File: src/rtl/mseq_if.sv
// Sequencer-to-core bus: opcode and ROM word in, micro-address and control word out.
// master is the sequencer; slave is the surrounding core/ROM.
interface mseq_if #(
   parameter int CW    = 32,
   parameter int AW    = 10,
   parameter int DEPTH = 4
);
   logic [7:0]               DB;
   logic [CW-1:0]            udata;
   logic                     rdy;
   logic                     cond;
   logic                     irq;
   logic                     nmi;
   logic                     I;
   logic [AW-1:0]            uaddr;
   logic [CW-1:0]            ctrl;
   logic                     sync;
   logic                     stk_ovf;
   logic                     stk_unf;
   logic [$clog2(DEPTH):0]   stk_lvl;

   modport master (
      input  DB, udata, rdy, cond, irq, nmi, I,
      output uaddr, ctrl, sync, stk_ovf, stk_unf, stk_lvl
   );

   modport slave (
      output DB, udata, rdy, cond, irq, nmi, I,
      input  uaddr, ctrl, sync, stk_ovf, stk_unf, stk_lvl
   );
endinterface

File: src/rtl/mseq.sv
// Microcode sequencer: registered control word, next-address selection,
// return stack with sticky over/underflow flags, and NMI/IRQ vectoring on opcode decode.
module mseq #(
   parameter int            CW        = 32,
   parameter int            AW        = 10,
   parameter int            FW        = 5,
   parameter int            DEPTH     = 4,
   parameter logic [AW-1:0] FBASE     = 10'h140,
   parameter logic [AW-1:0] RESET_VEC = 10'h160,
   parameter logic [AW-1:0] IRQ_VEC   = 10'h168,
   parameter logic [AW-1:0] NMI_VEC   = 10'h170
) (
   input  logic   clk,
   input  logic   reset,
   mseq_if.master bus
);

   localparam int PW = $clog2(DEPTH);

   typedef enum logic [2:0] {
      S_DECODE    = 3'b000,
      S_NEXT      = 3'b001,
      S_FINISH    = 3'b010,
      S_NEXT_SAVE = 3'b011,
      S_CALL      = 3'b100,
      S_BRT       = 3'b101,
      S_BRF       = 3'b110,
      S_RET       = 3'b111
   } seq_t;

   logic [CW-1:0] ctrl;
   logic [AW-1:0] upc;
   logic [FW-1:0] finish;
   logic [AW-1:0] stack [DEPTH];
   logic [PW-1:0] tp;
   logic [PW:0]   lvl;
   logic          first;
   logic          nmi_q;
   logic          nmi_pend;
   logic          ovf;
   logic          unf;

   seq_t          seq;
   logic [AW-1:0] nxt;
   logic [FW-1:0] fin_fld;
   logic [AW-1:0] upc_inc;
   logic [AW-1:0] pop_val;
   logic [AW-1:0] uaddr;
   logic          empty;
   logic          full;
   logic          adv;
   logic          take_nmi;

   assign seq      = seq_t'(ctrl[CW-1:CW-3]);
   assign nxt      = ctrl[AW-1:0];
   assign fin_fld  = ctrl[AW+FW-1:AW];
   assign upc_inc  = upc + AW'(1);
   // tp points at the next free slot, so the top of stack sits one below it
   assign pop_val  = stack[tp - PW'(1)];
   assign empty    = (lvl == '0);
   assign full     = (lvl == (PW+1)'(DEPTH));
   assign adv      = bus.rdy & ~first;
   assign take_nmi = adv & (seq == S_DECODE) & nmi_pend;

   always_comb begin
      uaddr = upc_inc;
      if (first) begin
         uaddr = RESET_VEC;
      end else begin
         case (seq)
            S_DECODE: begin
               if (nmi_pend)
                  uaddr = NMI_VEC;
               else if (bus.irq & ~bus.I)
                  uaddr = IRQ_VEC;
               else
                  uaddr = AW'(bus.DB);
            end
            S_NEXT, S_NEXT_SAVE, S_CALL: uaddr = nxt;
            S_FINISH: uaddr = FBASE + AW'(finish);
            S_BRT:    uaddr = bus.cond ? nxt : upc_inc;
            S_BRF:    uaddr = bus.cond ? upc_inc : nxt;
            S_RET:    uaddr = empty ? RESET_VEC : pop_val;
            default:  uaddr = upc_inc;
         endcase
      end
   end

   // The reset fetch loads ctrl/upc but must not act on the cleared ctrl word,
   // hence stack, finish and NMI-clear effects are gated by adv rather than rdy.
   always_ff @(posedge clk or negedge reset) begin
      if (!reset) begin
         ctrl     <= '0;
         upc      <= RESET_VEC;
         finish   <= '0;
         for (int i = 0; i < DEPTH; i++) stack[i] <= '0;
         tp       <= '0;
         lvl      <= '0;
         ovf      <= 1'b0;
         unf      <= 1'b0;
         nmi_q    <= 1'b0;
         nmi_pend <= 1'b0;
         first    <= 1'b1;
      end else begin
         first    <= 1'b0;
         nmi_q    <= bus.nmi;
         nmi_pend <= (nmi_pend & ~take_nmi) | (bus.nmi & ~nmi_q);
         if (bus.rdy) begin
            ctrl <= bus.udata;
            upc  <= uaddr;
         end
         if (adv) begin
            case (seq)
               S_NEXT_SAVE: finish <= fin_fld;
               S_CALL: begin
                  stack[tp] <= upc_inc;
                  tp        <= tp + PW'(1);
                  if (full)
                     ovf <= 1'b1;
                  else
                     lvl <= lvl + (PW+1)'(1);
               end
               S_RET: begin
                  if (empty) begin
                     unf <= 1'b1;
                  end else begin
                     tp  <= tp - PW'(1);
                     lvl <= lvl - (PW+1)'(1);
                  end
               end
               default: ;
            endcase
         end
      end
   end

   assign bus.uaddr   = uaddr;
   assign bus.ctrl    = ctrl;
   assign bus.sync    = (seq == S_DECODE) & bus.rdy & ~first;
   assign bus.stk_ovf = ovf;
   assign bus.stk_unf = unf;
   assign bus.stk_lvl = lvl;

endmodule

File: src/flat_wrapper.sv
// flat-port wrapper written by rule: the top's interface ports become plain ports
module mseq_flat 
#(
   parameter int            CW        = 32,
   parameter int            AW        = 10,
   parameter int            FW        = 5,
   parameter int            DEPTH     = 4,
   parameter logic [AW-1:0] FBASE     = 10'h140,
   parameter logic [AW-1:0] RESET_VEC = 10'h160,
   parameter logic [AW-1:0] IRQ_VEC   = 10'h168,
   parameter logic [AW-1:0] NMI_VEC   = 10'h170
)
  (clk, reset, bus_DB, bus_udata, bus_rdy, bus_cond, bus_irq, bus_nmi, bus_I, bus_uaddr, bus_ctrl, bus_sync, bus_stk_ovf, bus_stk_unf, bus_stk_lvl);
  mseq_if #(.CW(CW), .AW(AW), .DEPTH(DEPTH)) bus_i ();
  input  logic clk;
  input  logic reset;
  input wire logic [$bits(bus_i.DB)-1:0] bus_DB;
  input wire logic [$bits(bus_i.udata)-1:0] bus_udata;
  input wire logic [$bits(bus_i.rdy)-1:0] bus_rdy;
  input wire logic [$bits(bus_i.cond)-1:0] bus_cond;
  input wire logic [$bits(bus_i.irq)-1:0] bus_irq;
  input wire logic [$bits(bus_i.nmi)-1:0] bus_nmi;
  input wire logic [$bits(bus_i.I)-1:0] bus_I;
  output wire logic [$bits(bus_i.uaddr)-1:0] bus_uaddr;
  output wire logic [$bits(bus_i.ctrl)-1:0] bus_ctrl;
  output wire logic [$bits(bus_i.sync)-1:0] bus_sync;
  output wire logic [$bits(bus_i.stk_ovf)-1:0] bus_stk_ovf;
  output wire logic [$bits(bus_i.stk_unf)-1:0] bus_stk_unf;
  output wire logic [$bits(bus_i.stk_lvl)-1:0] bus_stk_lvl;
  assign bus_i.DB = bus_DB;
  assign bus_i.udata = bus_udata;
  assign bus_i.rdy = bus_rdy;
  assign bus_i.cond = bus_cond;
  assign bus_i.irq = bus_irq;
  assign bus_i.nmi = bus_nmi;
  assign bus_i.I = bus_I;
  assign bus_uaddr = bus_i.uaddr;
  assign bus_ctrl = bus_i.ctrl;
  assign bus_sync = bus_i.sync;
  assign bus_stk_ovf = bus_i.stk_ovf;
  assign bus_stk_unf = bus_i.stk_unf;
  assign bus_stk_lvl = bus_i.stk_lvl;
  mseq #(.CW(CW), .AW(AW), .FW(FW), .DEPTH(DEPTH), .FBASE(FBASE), .RESET_VEC(RESET_VEC), .IRQ_VEC(IRQ_VEC), .NMI_VEC(NMI_VEC)) u_core (.clk(clk), .reset(reset), .bus(bus_i));
endmodule
File: config.mk
export PLATFORM = sky130hd
export DESIGN_NAME = mseq_flat
export DESIGN_NICKNAME = d
export VERILOG_FILES = /design/src/rtl/mseq_if.sv /design/src/rtl/mseq.sv /design/src/flat_wrapper.sv
export SDC_FILE = /design/constraint.sdc
export NUM_CORES = 1
export LEC_CHECK = 0
export CAP_MARGIN = 10
export CORE_UTILIZATION = 43
export CTS_BUF_LIST = sky130_fd_sc_hd__clkbuf_8 sky130_fd_sc_hd__clkbuf_16
export DETAILED_ROUTE_END_ITERATION = 16
export GPL_TIMING_DRIVEN = 0
export PLACE_DENSITY = 0.67
export SYNTH_ARGS = -nofsm -noshare
export SYNTH_HDL_FRONTEND = slang
export SYNTH_SLANG_ARGS = --single-unit
File: constraint.sdc
create_clock -name clk -period 3.45 [get_ports clk]
set_input_delay 0.8625 -clock clk [delete_from_list [all_inputs] [get_ports clk]]
set_output_delay 0.8625 -clock clk [all_outputs]
set_load 0.01 [all_outputs]
==> results.sh, run 1 <==
export IMPL_outcome="complete, no violations"
export IMPL_slowest_delay_ns=0.51
export IMPL_leakage_uw=0.00268
export IMPL_start_util_pct=44.2
export IMPL_synthTopCellsByCount="dfrtp_1 (93), nand2_1 (57), o21ai_0 (57), mux2_2 (43), inv_1 (16)"
export IMPL_grt_max_degree=54
export IMPL_wire_per_inst_um=18.6
export IMPL_timing_final_crit_share_pct=98.2
export IMPL_ys_flop_type="dfrtp_1"
export IMPL_p_per_area_mw_per_mm2=561
export IMPL_cp_depth=7
export IMPL_crit_path_start="bus_I"
export IMPL_grt_use_total_pct=23.9
export IMPL_place_gp_congestion=0.862
export IMPL_synthDistinctLibCells=59
export IMPL_clk_pin_slew_ns=0.10
export IMPL_path_buf_inv=2
export IMPL_multi_input_area_mm2=0.00226
export IMPL_cp_required_ns=2.59
export IMPL_yosys_mux_area_fraction_pct=16.1
export IMPL_cp_max_fo=5
export IMPL_maxCapViolCount=0
export IMPL_endpoint="bus_uaddr[5]"
export IMPL_synth_fp_nets=486
export IMPL_switching_share_pct=33.4
export IMPL_cts_tree="done"
export IMPL_setup_viol=0
export IMPL_critPathKind="input pin to output pin"
export IMPL_syn2layout_area_growth_pct=30.9
export IMPL_period_minus_slack_ns=3.39
export IMPL_chipHeight_um=108
export IMPL_comb_power_share_pct=35.1
export IMPL_clkPwrFrac_pct=20.3
export IMPL_regToRegEndpoint="u_core.stack[29]$_DFFE_PN0P_"
export IMPL_yosysWarnings=0
export IMPL_hp_class="register to register"
export IMPL_dp_cells=667
export IMPL_seqCellArea_mm2=0.00243
export IMPL_synthArstFlopShare_pct=100
export IMPL_finalHoldViolations=0
export IMPL_p_int_uw=2340
export IMPL_vdd_drop_max_mv=0.300
export IMPL_firstDrtPassIters=4
export IMPL_ios=95
export IMPL_cts_root_buf="clkbuf_8"
export IMPL_holdWs_ns=0.448
export IMPL_p_sw_uw=1180
export IMPL_die_w_um=108
export IMPL_numCtsBuffers=9
export IMPL_postSynthCellCount=433
export IMPL_cts_max_level=3
export IMPL_drt_iter0_drc=197
export IMPL_synth_compound_area_share_pct=13.8
export IMPL_slowest_stage="clkdlybuf4s50_1"
export IMPL_hp_start="u_core.nmi_q$_DFF_PN0_"
export IMPL_synthAdderAreaFrac_pct=1.72
export IMPL_rr_startpoint="u_core.first$_DFF_PN1_"
export IMPL_skew_ns=0.0122
export IMPL_worstPathArrival_ns=2.53
export IMPL_nFillCells=943
export IMPL_maxSlewViolCount=0
export IMPL_drc=0
export IMPL_routed_via_density=5.57
export IMPL_vias=3867
export IMPL_ys_top_cells_by_area="dfrtp_1 (49%), mux2_2 (10%), o21ai_0 (5.9%)"
export IMPL_tightest_slew_ns=0.695
export IMPL_fin_cells=694
export IMPL_yosysTopAreaCell="dfrtp_1"
export IMPL_synth_most_common_cell="dfrtp_1"
export IMPL_first_global_vias=3963
export IMPL_wirelength_um=12900
export IMPL_ant_nets=0
export IMPL_hold_buffers=0
export IMPL_crit_family="buffers and inverters"
export IMPL_synth_top_family_by_area="multiplexers"
export IMPL_end_kind="output pin"
export IMPL_port_buffers=93
export IMPL_row_count=38
export IMPL_die_area_mm2=0.0116
export IMPL_clock_fmax_ghz=0.295
export IMPL_seq_power_share_pct=44.6
export IMPL_rrSetupSlack_ns=1.19
export IMPL_slew_headroom_pct=53.3
export IMPL_antenna_cells=0
export IMPL_cp_cell_sequence="clkdlybuf4s50_1 -> nor2b_4 -> or2_2 -> o22ai_1 -> nand3_1 -> o21bai_1 -> dlygate4sd2_1"
export IMPL_synthSimpleGateAreaFrac_pct=12.1
export IMPL_synth_edf_count=0
export IMPL_clock_sinks=97
export IMPL_ff2ff_path_depth=7
export IMPL_syn_area_mm2=0.00479
export IMPL_antenna_found_initial=0
export IMPL_synth_top_area_share_pct=48.5
export IMPL_hpwl_um=9480
export IMPL_drive_above_1_share_pct=23.1
export IMPL_grt_overflow=0
export IMPL_core_area_mm2=0.0108
export IMPL_ys_ff_latch=97
export IMPL_clockBufferDepth=2
export IMPL_clkLatencyLatePin_ns=0.38
export IMPL_synth_xor_area_share_pct=1.64
export IMPL_syn_avg_cell_area_um2=11.1
export IMPL_yosysSeqAreaShare_pct=50.7
export IMPL_critPathLaunchType="input pin"
export IMPL_fin_nets=602
export IMPL_grt_pass1_wl_um=20700
[per-layer routing]
metal  global-route usage [%]  wire [µm]  vias to the layer above
met2                     38.6       6270                      152
met4                     9.20        298                        0
li1                         -          -                     1777
met3                     6.48        890                       24
met1                     30.5       5420                     1914
met5                        0          0                        -
[how the worst min path moves through the flow]
stage	end	slack, ns	depth (start not counted)
5_1_grt	u_core.nmi_pend$_DFF_PN0_	0.49	1
3_3_place_gp	u_core.nmi_pend$_DFF_PN0_	0.42	1
6_report	u_core.nmi_pend$_DFF_PN0_	0.45	1
4_1_cts	u_core.nmi_pend$_DFF_PN0_	0.45	1
3_5_place_dp	u_core.nmi_pend$_DFF_PN0_	0.44	1
2_1_floorplan	u_core.nmi_pend$_DFF_PN0_	0.40	1
[power by group through the flow]
stage               Clock [µW]  Sequential, µW  Combinational [µW]
global placement             0            1580                1070
floorplan                    0            1570                 647
finish                     714            1570                1230
global route               774            1600                1340
detailed placement           0            1590                1110
CTS                        735            1570                1200
[cell type report]
type / instances / area share [%]
Clock buffer: 10 / 2.19
Buffer: 23 / 2.23
Inverter: 17 / 1.02
Timing Repair Buffer: 105 / 16.2
Tap cell: 140 / 2.79
Multi-Input combinational cell: 296 / 36.0
Clock inverter: 6 / 0.818
Sequential cell: 97 / 38.8
[cell families (layout without fill, tap and decap cells)]
kind of cell,after synthesis,after routing
DFF,97,97
AOI/OAI and AO/OA,103,103
adders and majority gates,6,6
and+or+nand+nor,121,121
buffers and inverters,40,161
muxes,56,56
other,1,1
xor gates and xnor gates,9,9
[what timing repair did]
action / CTS / global route
pin swaps: 3 / 3
endpoints found under the setup margin: 10 / 8
setup buffers: 6 / 5
gates resized for setup: 32 / 13
[registers in the layout, indices dropped and copies added (netlist names)]
name,cells
u_core.bus.stk_lvl,3
u_core.stack,40
u_core.bus.stk_unf,1
u_core.nmi_pend,1
u_core.upc,10
u_core.bus.stk_ovf,1
u_core.nmi_q,1
u_core.bus.ctrl,32
u_core.tp,2
u_core.finish,5
u_core.first,1
[cell usage in the layout (no fill, tap or decap), types with 4 or more instances in the layout]
master / count
dfrtp_1: 92
clkdlybuf4s50_1: 81
nand2_1: 56
o21ai_0: 55
mux2_2: 43
buf_4: 16
inv_1: 15
nor2_1: 15
clkbuf_1: 12
clkbuf_8: 11
nand2b_1: 10
xnor2_1: 7
mux4_1: 6
dlygate4sd2_1: 6
nor3_1: 5
nand3_1: 5
a21oi_1: 5
nor2b_1: 5
buf_2: 4
and3_1: 4
or2_2: 4
mux4_2: 4
nand2_2: 4
o22ai_1: 4
a221o_1: 4
ha_1: 4
dfstp_2: 4
[worst reg2reg max path: stages (launching register included)]
cell and delay (ns):
dfstp_2 0.53, buf_2 0.21, nor2b_1 0.13, and2_1 0.15, buf_2 0.16, nand2_1 0.35
clkbuf_1 0.43, o21ai_0 0.15
[per-stage QoR]
step / total power (µW) / utilization [%] / TNS [ns] / area (µm²) / worst slack (ns)
6_report: 3520 / 57.9 / 0 / 6270 / 0.0615
4_1_cts: 3510 / 57.4 / 0 / 6220 / 0.0135
3_3_place_gp: 2650 / 54.4 / -196.54 / 5900 / -2.01
3_5_place_dp: 2700 / 54.7 / -6.31 / 5930 / -0.808
5_1_grt: 3710 / 57.9 / -0.000519 / 6270 / -0.000519
2_1_floorplan: 2220 / - / 0 / 4790 / 0.560
Power figures use the tool's default switching activity.
==> inputs of run 2 (changes only) <==
CORE_ASPECT_RATIO = 0.7   (was not set)
==> run 2 against run 1 <==
  * First-iteration DRC count rose by 6.6%
  * Worst hold slack got worse by 0.027 ns
  * Sequential power hardly changed
  * Clock power up 39%
  * Register-to-register slack worse by 0.13 ns
  * Total power increased by 7.7%
  * Routed wire length hardly changed
  * Setup slack worse by 0.022 ns
  * Final area up 2.4%
  * Via count increased by 2.6%
  * Utilization up 2.8 points
  * Critical path depth grew 1
  * Critical path type unchanged
  * Largest power group unchanged
==> results.sh, run 2 (same netlist as run 1, synthesis figures left out) <==
export IMPL_seq_power_share_pct=41.4
export IMPL_grt_max_degree=55
export IMPL_die_w_um=128
export IMPL_slowest_stage="o2111a_1"
export IMPL_p_sw_uw=1190
export IMPL_outcome="complete, no violations"
export IMPL_cp_required_ns=2.59
export IMPL_first_global_vias=3827
export IMPL_clkPwrFrac_pct=26.2
export IMPL_period_minus_slack_ns=3.41
export IMPL_clk_pin_slew_ns=0.07
export IMPL_reg_largest_list="u_core.stack: 40 flops, u_core.bus.ctrl: 32 flops, u_core.upc: 10 flops"
export IMPL_firstDrtPassIters=5
export IMPL_grt_use_total_pct=23.6
export IMPL_vdd_drop_max_mv=0.308
export IMPL_chipHeight_um=90.3
export IMPL_clockBufferDepth=2
export IMPL_syn2layout_area_growth_pct=34.1
export IMPL_slowest_delay_ns=0.30
export IMPL_multi_input_area_mm2=0.00228
export IMPL_final_cell_mix="dfrtp_1 (92), clkdlybuf4s50_1 (81), nand2_1 (56), o21ai_0 (55), mux2_2 (43)"
export IMPL_cts_max_level=3
export IMPL_final_area_mm2=0.00643
export IMPL_fin_nets=601
export IMPL_row_count=31
export IMPL_antenna_cells=0
export IMPL_leakage_uw=0.00275
export IMPL_numCtsBuffers=9
export IMPL_regMostFlops="u_core.stack"
export IMPL_grt_pass1_wl_um=20800
export IMPL_p_per_area_mw_per_mm2=590
export IMPL_hp_class="register to register"
export IMPL_core_area_mm2=0.0106
export IMPL_wirelength_um=12900
export IMPL_comb_power_share_pct=32.3
export IMPL_placed_cell_area_mm2=0.00594
export IMPL_cts_tree="done"
export IMPL_grt_overflow=0
export IMPL_start_util_pct=45.3
export IMPL_die_area_mm2=0.0116
export IMPL_clock_sinks=97
export IMPL_slew_headroom_pct=41.9
export IMPL_tightest_slew_ns=0.865
export IMPL_timing_final_crit_share_pct=98.9
export IMPL_wire_per_inst_um=18.4
export IMPL_critPathKind="input pin to output pin"
export IMPL_seqCellArea_mm2=0.00243
export IMPL_final_core_util_pct=60.7
export IMPL_cts_root_buf="clkbuf_16"
export IMPL_p_int_uw=2600
export IMPL_setup_viol=0
export IMPL_port_buffers=93
export IMPL_largest_reg_flops=40
export IMPL_nFillCells=872
export IMPL_drt_iter0_drc=210
export IMPL_worstPathArrival_ns=2.55
export IMPL_cp_max_fo=9
export IMPL_finalHoldViolations=0
export IMPL_drc=0
export IMPL_final_common_cell="dfrtp_1"
export IMPL_antenna_found_initial=0
export IMPL_ant_nets=0
export IMPL_hpwl_um=9460
export IMPL_maxCapViolCount=0
export IMPL_maxSlewViolCount=0
export IMPL_ios=95
export IMPL_holdWs_ns=0.421
export IMPL_clkLatencyLatePin_ns=0.34
export IMPL_drive_above_1_share_pct=23.1
export IMPL_switching_share_pct=31.4
export IMPL_critPathLaunchType="input pin"
export IMPL_routed_via_density=5.66
export IMPL_cp_cell_sequence="clkdlybuf4s15_2 -> nand2b_1 -> buf_4 -> o22ai_4 -> inv_1 -> o2111a_1 -> nor2_2 -> clkdlybuf4s15_1"
export IMPL_place_gp_congestion=0.835
export IMPL_clock_fmax_ghz=0.293
export IMPL_vias=3966
export IMPL_skew_ns=0.00658
export IMPL_end_kind="output pin"
[run 2: changes by cell type in the layout (fill, tap and decap cells not counted), moves of 2 or more]
cell	before	now
o32ai_1	3	1
clkbuf_8	11	0
o32ai_2	0	2
inv_1	15	17
clkbuf_16	0	9
clkinv_2	0	2
clkinvlp_4	3	1
buf_4	16	14
[run 2: final cells by class]
cell class | instances | area share (%)
sequential | 97 | 37.9
multi-input combinational | 296 | 35.4
timing repair buffer | 104 | 16.1
clock buffer | 9 | 3.50
tap | 148 | 2.88
buffer | 23 | 2.22
inverter | 17 | 1.03
clock inverter | 7 | 0.993
[run 2: timing repair]
item	CTS	global route
setup endpoints to repair	10	8
setup buffers	6	4
gates resized for setup	32	19
hold buffers	0	0
endpoints found under the hold margin	0	0
pin swaps	3	3
[run 2: per-stage QoR]
stage / std cells / power [µW] / TNS, ns / worst slack, ns
floorplan: 433 / 2220 / 0 / 0.560
global placement: 674 / 2650 / -199.04 / -2.04
detailed placement: 675 / 2690 / -6.46 / -0.838
CTS: 697 / 3760 / 0 / 0.00559
global route: 701 / 4000 / -0.0155 / -0.0155
finish: 701 / 3790 / 0 / 0.0394
[run 2: worst paths after layout]
path                                        start                               to  slack (ns)  depth (start not counted)
min in group asynchronous                   reset  u_core.bus.ctrl[26]$_DFFE_PN0P_        0.51                          1
max                                      bus_cond                     bus_uaddr[6]        0.04                          8
min                        u_core.nmi_q$_DFF_PN0_        u_core.nmi_pend$_DFF_PN0_        0.42                          1
max reg2reg                u_core.first$_DFF_PN1_     u_core.stack[25]$_DFFE_PN0P_        1.06                          7
min reg2reg                u_core.nmi_q$_DFF_PN0_        u_core.nmi_pend$_DFF_PN0_        0.42                          1
max in group asynchronous                   reset        u_core.upc[6]$_DFFE_PN1P_        2.22                          2
[run 2: layer usage]
layer	share of wire (%)	GRT usage [%]	vias up
li1	-	-	1787
met1	49	35.7	2026
met2	44	34.5	142
met3	5.9	5.21	11
met4	0.92	4.80	0
met5	0	0	-
[run 2: power by group through the flow]
stage	registers (µW)	logic (µW)	clock network (µW)
2_1_floorplan	1570	647	0
4_1_cts	1570	1180	1010
5_1_grt	1610	1330	1060
3_3_place_gp	1580	1070	0
6_report	1570	1220	995
3_5_place_dp	1590	1100	0
[run 2: worst max-delay path: cells and delay by family]
| kind | cells | cell delay (ns) |
|---|---|---|
| compound gates | 2 | 0.50 |
| buf+inv | 4 | 0.83 |
| simple gates | 2 | 0.34 |
==> RTL change 1 (flow settings as in run 1) <==
`DEPTH` is set to 4 in 3 places; all go to 8.
--- a/src/rtl/mseq_if.sv
+++ b/src/rtl/mseq_if.sv
@@ -3,7 +3,7 @@
 interface mseq_if #(
    parameter int CW    = 32,
    parameter int AW    = 10,
-   parameter int DEPTH = 4
+   parameter int DEPTH = 8
 );
    logic [7:0]               DB;
    logic [CW-1:0]            udata;
--- a/src/rtl/mseq.sv
+++ b/src/rtl/mseq.sv
@@ -4,7 +4,7 @@
    parameter int            CW        = 32,
    parameter int            AW        = 10,
    parameter int            FW        = 5,
-   parameter int            DEPTH     = 4,
+   parameter int            DEPTH     = 8,
    parameter logic [AW-1:0] FBASE     = 10'h140,
    parameter logic [AW-1:0] RESET_VEC = 10'h160,
    parameter logic [AW-1:0] IRQ_VEC   = 10'h168,
--- a/src/flat_wrapper.sv
+++ b/src/flat_wrapper.sv
@@ -4,7 +4,7 @@
    parameter int            CW        = 32,
    parameter int            AW        = 10,
    parameter int            FW        = 5,
-   parameter int            DEPTH     = 4,
+   parameter int            DEPTH     = 8,
    parameter logic [AW-1:0] FBASE     = 10'h140,
    parameter logic [AW-1:0] RESET_VEC = 10'h160,
    parameter logic [AW-1:0] IRQ_VEC   = 10'h168,
Interface: changed (resized bus_stk_lvl); port bits go from 95 to 96. The function was not compared with the original's and may differ.
==> RTL change 1 against run 1 <==
Cell area grew 38%. Sequential cell count increased by 42. Synthesized area increased by 39%. Cell count is 33% higher. Setup slack worse by 0.014 ns. Count of clock-buffer cells in the layout increased by 9. Register-to-register slack improved by 0.03 ns. Power grew 70%. Routed wire length grew 33%. Critical endpoint is now bus_uaddr[9].
==> RTL change 1: results (changes against run 1) <==
Finish
  • Nets: 774 (was 602)
  • Fillers: 1271 (was 943)
  • Fraction of layout cells with a size suffix above 1: 24.2% (was 23.1%)

Outcome
  • Status: completed (unchanged)

Logic synthesis
  • Top area cells in the synthesized netlist: dfrtp_1, mux2_2, mux4_2, o21ai_0, nand2_1 (was dfrtp_1, mux2_2, o21ai_0, nand2_1, mux4_1)
  • Area share of the largest cell type after synthesis: 50.6% (was 48.5%)
  • Unique masters post-synth: 56 (was 59)
  • Synth Instances: 598 (was 433)
  • Synth cell count leaders: dfrtp_1, nand2_1, mux2_2, o21ai_0, nor2_1 (was dfrtp_1, nand2_1, o21ai_0)
  • Syn Nets: 651 (was 486)
  • Sequential area share after synthesis: 52.2% (was 50.7%)

Critical path
  • Critical path's top delay family: multiplexers (was buffers and inverters)
  • CP Max Fanout: 10 (was 5)
  • Max stage delay on crit path: 0.41 ns (was 0.51 ns)
  • Slowest-stage cell, CP: dfrtp_2 (was clkdlybuf4s50_1)

Routing
  • First-iteration detailed-routing DRC count: 330 (was 197)
  • DR WL/cell: 18.7 µm (was 18.6 µm)
  • WL final: 17200 µm (was 12900 µm)

Power and ir drop
  • Switching component of the power: 1.87 mW (was 1.18 mW)

GRT
  • Met2 usage: 38.4% (was 38.6%)
  • Total GRT Usage: 23.1% (was 23.9%)
  • Vias in the first global route: 5434 (was 3963)
  • Initial antenna violation count: 1 (was 0)
  • Grt met3 use: 4.85% (was 6.48%)
  • Global Route met1 Usage: 28.5% (was 30.5%)
  • Global-route wire length before repair: 28100 µm (was 20700 µm)

Placed design
  • Post-DP HPWL: 12500 µm (was 9480 µm)
  • Placed cell area: 7870 µm² (was 5930 µm²)
  • Routability cong.: 0.877 (was 0.862)
  • Post-placement cell count: 880 (was 667)

Min path
  • Hold Path Class: input pin to asynchronous set/reset pin (was flop to flop)

CTS
  • Inserted Clock Buffers: 17 (was 9)
  • H-tree depth: 4 (was 3)
  • Root Driver: clkbuf_16 (was clkbuf_8)
  • CTS clk-pin slew, worst paths: 0.06 ns (was 0.10 ns)

Timing
  • Worst Skew: 0.00677 ns (was 0.0122 ns)
-- RTL change 1: routing by layer --
metal	vias to the layer above	part of all wire [%]
met5	-	0.076
li1	2363	-
met3	44	4.5
met4	2	3.7
met1	2587	42
met2	147	49
-- RTL change 1: kinds of logic (layout without fill, tap and decap cells) --
logic type      Yosys count  count (layout)  synth area share, %
fa+ha+maj                 6               6                 1.24
other cells               1               1               0.0562
flops                   139             139                 52.2
mux                      77              77                 16.4
xor+xnor                 19              19                 2.61
compound gates          136             136                 12.2
simple gates            171             171                 11.7
buf+inv                  49             183                 3.66
-- RTL change 1: power by group through the flow --
stage	clock [mW]	sequential, mW	combinational (mW)
after floorplan	0	2.24	1.18
after global placement	0	2.27	1.69
after detailed placement	0	2.29	1.74
after CTS	1.81	2.26	1.93
after global routing	1.88	2.31	2.10
final	1.79	2.26	1.93
-- RTL change 1: cell type report --
type	instances	share of cell area, %
multi-input combinational	410	35.3
inverter	18	0.839
tap	188	2.72
clock inverter	11	1.42
sequential	139	40.3
buffer	31	2.44
timing repair buffer	104	11.7
clock buffer	19	5.24
-- RTL change 1: through the flow --
step	power [mW]	setup TNS, ns	utilization (%)	setup slack [ns]
floorplan	3.42	0	-	0.398
detailed placement	4.03	-4.35	51.8	-0.574
finish	5.98	0	56.9	0.0479
global route	6.29	0	56.9	0.000393
CTS	6.00	-0.0404	56.9	-0.0404
global placement	3.96	-531.56	51.6	-3.85
-- RTL change 1: repair_timing --
item / in CTS / in global routing
pin swaps: 5 / 0
gates resized for setup: 45 / 7
setup buffers: 10 / 0
setup endpoints to repair: 10 / 5
-- RTL change 1: path summary, 6_finish.rpt --
kind	start	end	slack, ns	depth (start not counted)
max	u_core.tp[0]$_DFFE_PN0P_	bus_uaddr[9]	0.05	9
min	reset	u_core.finish[3]$_DFFE_PN0P_	0.41	1
max reg2reg	u_core.bus.ctrl[30]$_DFFE_PN0P_	u_core.stack[10]$_DFFE_PN0P_	1.22	6
min reg2reg	u_core.nmi_q$_DFF_PN0_	u_core.nmi_pend$_DFF_PN0_	0.45	1
max in group asynchronous	reset	u_core.upc[8]$_DFFE_PN1P_	2.24	2
min in group clk	u_core.nmi_q$_DFF_PN0_	u_core.nmi_pend$_DFF_PN0_	0.45	1
==> RTL change 2 (settings of run 1) <==
Without the edit above. Remove the case item `S_FINISH` of the case on `seq`.
--- a/src/rtl/mseq.sv
+++ b/src/rtl/mseq.sv
@@ -77,7 +77,6 @@
                   uaddr = AW'(bus.DB);
             end
             S_NEXT, S_NEXT_SAVE, S_CALL: uaddr = nxt;
-            S_FINISH: uaddr = FBASE + AW'(finish);
             S_BRT:    uaddr = bus.cond ? nxt : upc_inc;
             S_BRF:    uaddr = bus.cond ? upc_inc : nxt;
             S_RET:    uaddr = empty ? RESET_VEC : pop_val;
Function: changed (a bounded check fails within 4 cycles, from zero or initial values and one cycle with reset low).
==> RTL change 2 against run 1 <==
Synthesized area fell by 8.1%. Cell count fell by 8.6%. Setup slack improved by 0.013 ns. Worst hold slack got worse by 0.020 ns. Synthesized cell count fell by 12%. Cell area fell by 5.7%. Routed wire length fell by 9.1%. Fmax rose by 0.38%. Sequential cell count fell by 5. Clock power rose by 5.3%. Power fell by 1.7%. Critical path type unchanged. Largest cell class unchanged.
==> RTL change 2: results (changes against run 1) <==
Logic synthesis
  • Top area cells in the synthesized netlist: dfrtp_1, mux2_2, mux4_2, o21ai_1, nand2_1 (was dfrtp_1, mux2_2, o21ai_0, nand2_1, mux4_1)
  • Synth cell count leaders: dfrtp_1, nand2_1, o21ai_1 (was dfrtp_1, nand2_1, o21ai_0)
  • Adder-Cell Fraction of Synth Area: 1.88% (was 1.72%)
  • Syn Nets: 434 (was 486)
  • Compound-Gate Fraction of Synth Area: 13.5% (was 13.8%)
  • Multiplexer area fraction after synthesis: 16.0% (was 16.1%)
  • Xor and xnor area share after synthesis: 1.79% (was 1.64%)
  • Unique masters post-synth: 64 (was 59)
  • Synth Area per Inst: 11.6 µm² (was 11.1 µm²)

Outcome
  • Status: completed (unchanged)

Power and ir drop
  • Cell-internal power: 2.35 mW (was 2.34 mW)
  • Max IR drop VDD: 236 µV (was 300 µV)
  • Leakage: 2.46 nW (was 2.68 nW)

Critical path
  • Critical path arrival: 2.51 ns (was 2.53 ns)
  • CP Max Fanout: 7 (was 5)

Timing
  • Slew @ Worst Pin: 0.751 ns (was 0.695 ns)

Min path
  • Hold Path Class: input pin to asynchronous set/reset pin (was flop to flop)

Finish
  • Nets: 549 (was 602)
  • Non-Filler Instances: 634 (was 694)
  • Fraction of layout cells with a size suffix above 1: 23.0% (was 23.1%)

Routing
  • Via count: 3490 (was 3867)
  • WL final: 11700 µm (was 12900 µm)
  • Met3 WL: 632 µm (was 890 µm)
  • Met1 WL: 5200 µm (was 5420 µm)
  • Met2 WL: 5830 µm (was 6270 µm)
  • First-iteration detailed-routing DRC count: 192 (was 197)

GRT
  • Total GRT Usage: 23.3% (was 23.9%)
  • Global-route wire length before repair: 18500 µm (was 20700 µm)
  • Largest net degree at the start of global routing: 63 (was 54)
  • Vias in the first global route: 3497 (was 3963)

Placed design
  • Pre-CTS WS: -0.692 ns (was -0.808 ns)
  • Placed cell area: 5530 µm² (was 5930 µm²)
  • Post-placement cell count: 608 (was 667)
  • Routability cong.: 0.857 (was 0.862)
  • Post-DP HPWL: 8270 µm (was 9480 µm)
[RTL change 2: changes by cell type in the layout (fill, tap and decap cells not counted), moves of 6 or more]
cell      change
o21ai_1      +35
buf_4         -6
o21ai_0      -45
mux4_1        -6
nand2_1      -14
mux4_2        +6
nand2b_1      -9
mux2_2        -9
[RTL change 2: area by class of cell]
cell class	instances	area, µm²
Fill cell	829	3950
Sequential cell	92	2310
Multi-Input combinational cell	260	2070
Timing Repair Buffer	104	1030
Tap cell	133	166
Clock buffer	11	151
Buffer	17	93.8
Clock inverter	5	53.8
Inverter	12	45.0
[RTL change 2: routing by layer]
| layer | track usage, % | up-vias |
|---|---|---|
| li1 | - | 1606 |
| met1 | 32.8 | 1779 |
| met2 | 37.0 | 97 |
| met3 | 5.85 | 8 |
| met4 | 4.77 | 0 |
| met5 | 0 | - |
[RTL change 2: power groups by stage]
stage | sequential (mW) | clock [mW] | combinational, mW
floorplan | 1.49 | 0 | 0.621
global placement | 1.49 | 0 | 1.03
detailed placement | 1.50 | 0 | 1.06
CTS | 1.48 | 0.770 | 1.22
global route | 1.51 | 0.809 | 1.34
finish | 1.48 | 0.752 | 1.23
[RTL change 2: worst register-to-register path: stages (launching register included)]
cell,delay (ns)
dfrtp_1,0.53
or3b_1,0.50
nor2_4,0.24
nand2_2,0.24
clkbuf_1,0.35
nand2_1,0.14
o21ai_1,0.06
[RTL change 2: path summary, 6_finish.rpt]
| kind | startpoint | to | slack, ns | depth (start not counted) |
|---|---|---|---|---|
| max | bus_I | bus_uaddr[5] | 0.07 | 6 |
| min | reset | u_core.tp[0]$_DFFE_PN0P_ | 0.43 | 1 |
| max reg2reg | u_core.bus.ctrl[31]$_DFFE_PN0P_ | u_core.stack[19]$_DFFE_PN0P_ | 1.25 | 6 |
| max in group asynchronous | reset | u_core.upc[8]$_DFFE_PN1P_ | 2.31 | 2 |
| min reg2reg | u_core.nmi_q$_DFF_PN0_ | u_core.nmi_pend$_DFF_PN0_ | 0.43 | 1 |
| min in group clk | u_core.nmi_q$_DFF_PN0_ | u_core.nmi_pend$_DFF_PN0_ | 0.43 | 1 |
[RTL change 2: logic make-up (layout without fill, tap and decap cells)]
family | count (synthesis) | after routing
multiplexers | 52 | 52
flip-flops | 92 | 92
AND/OR/NAND/NOR | 98 | 98
AO/OA/AOI/OAI | 94 | 94
adder cells (fa/ha/maj) | 6 | 6
XOR/XNOR | 9 | 9
buffers and inverters | 29 | 149
other | 1 | 1
[RTL change 2: what timing repair did]
| item | CTS | global route |
|---|---|---|
| gates resized for setup | 31 | 11 |
| pin swaps | 3 | 4 |
| setup buffers | 9 | 1 |
| setup endpoints to repair | 10 | 9 |
| hold buffers | 0 | 0 |
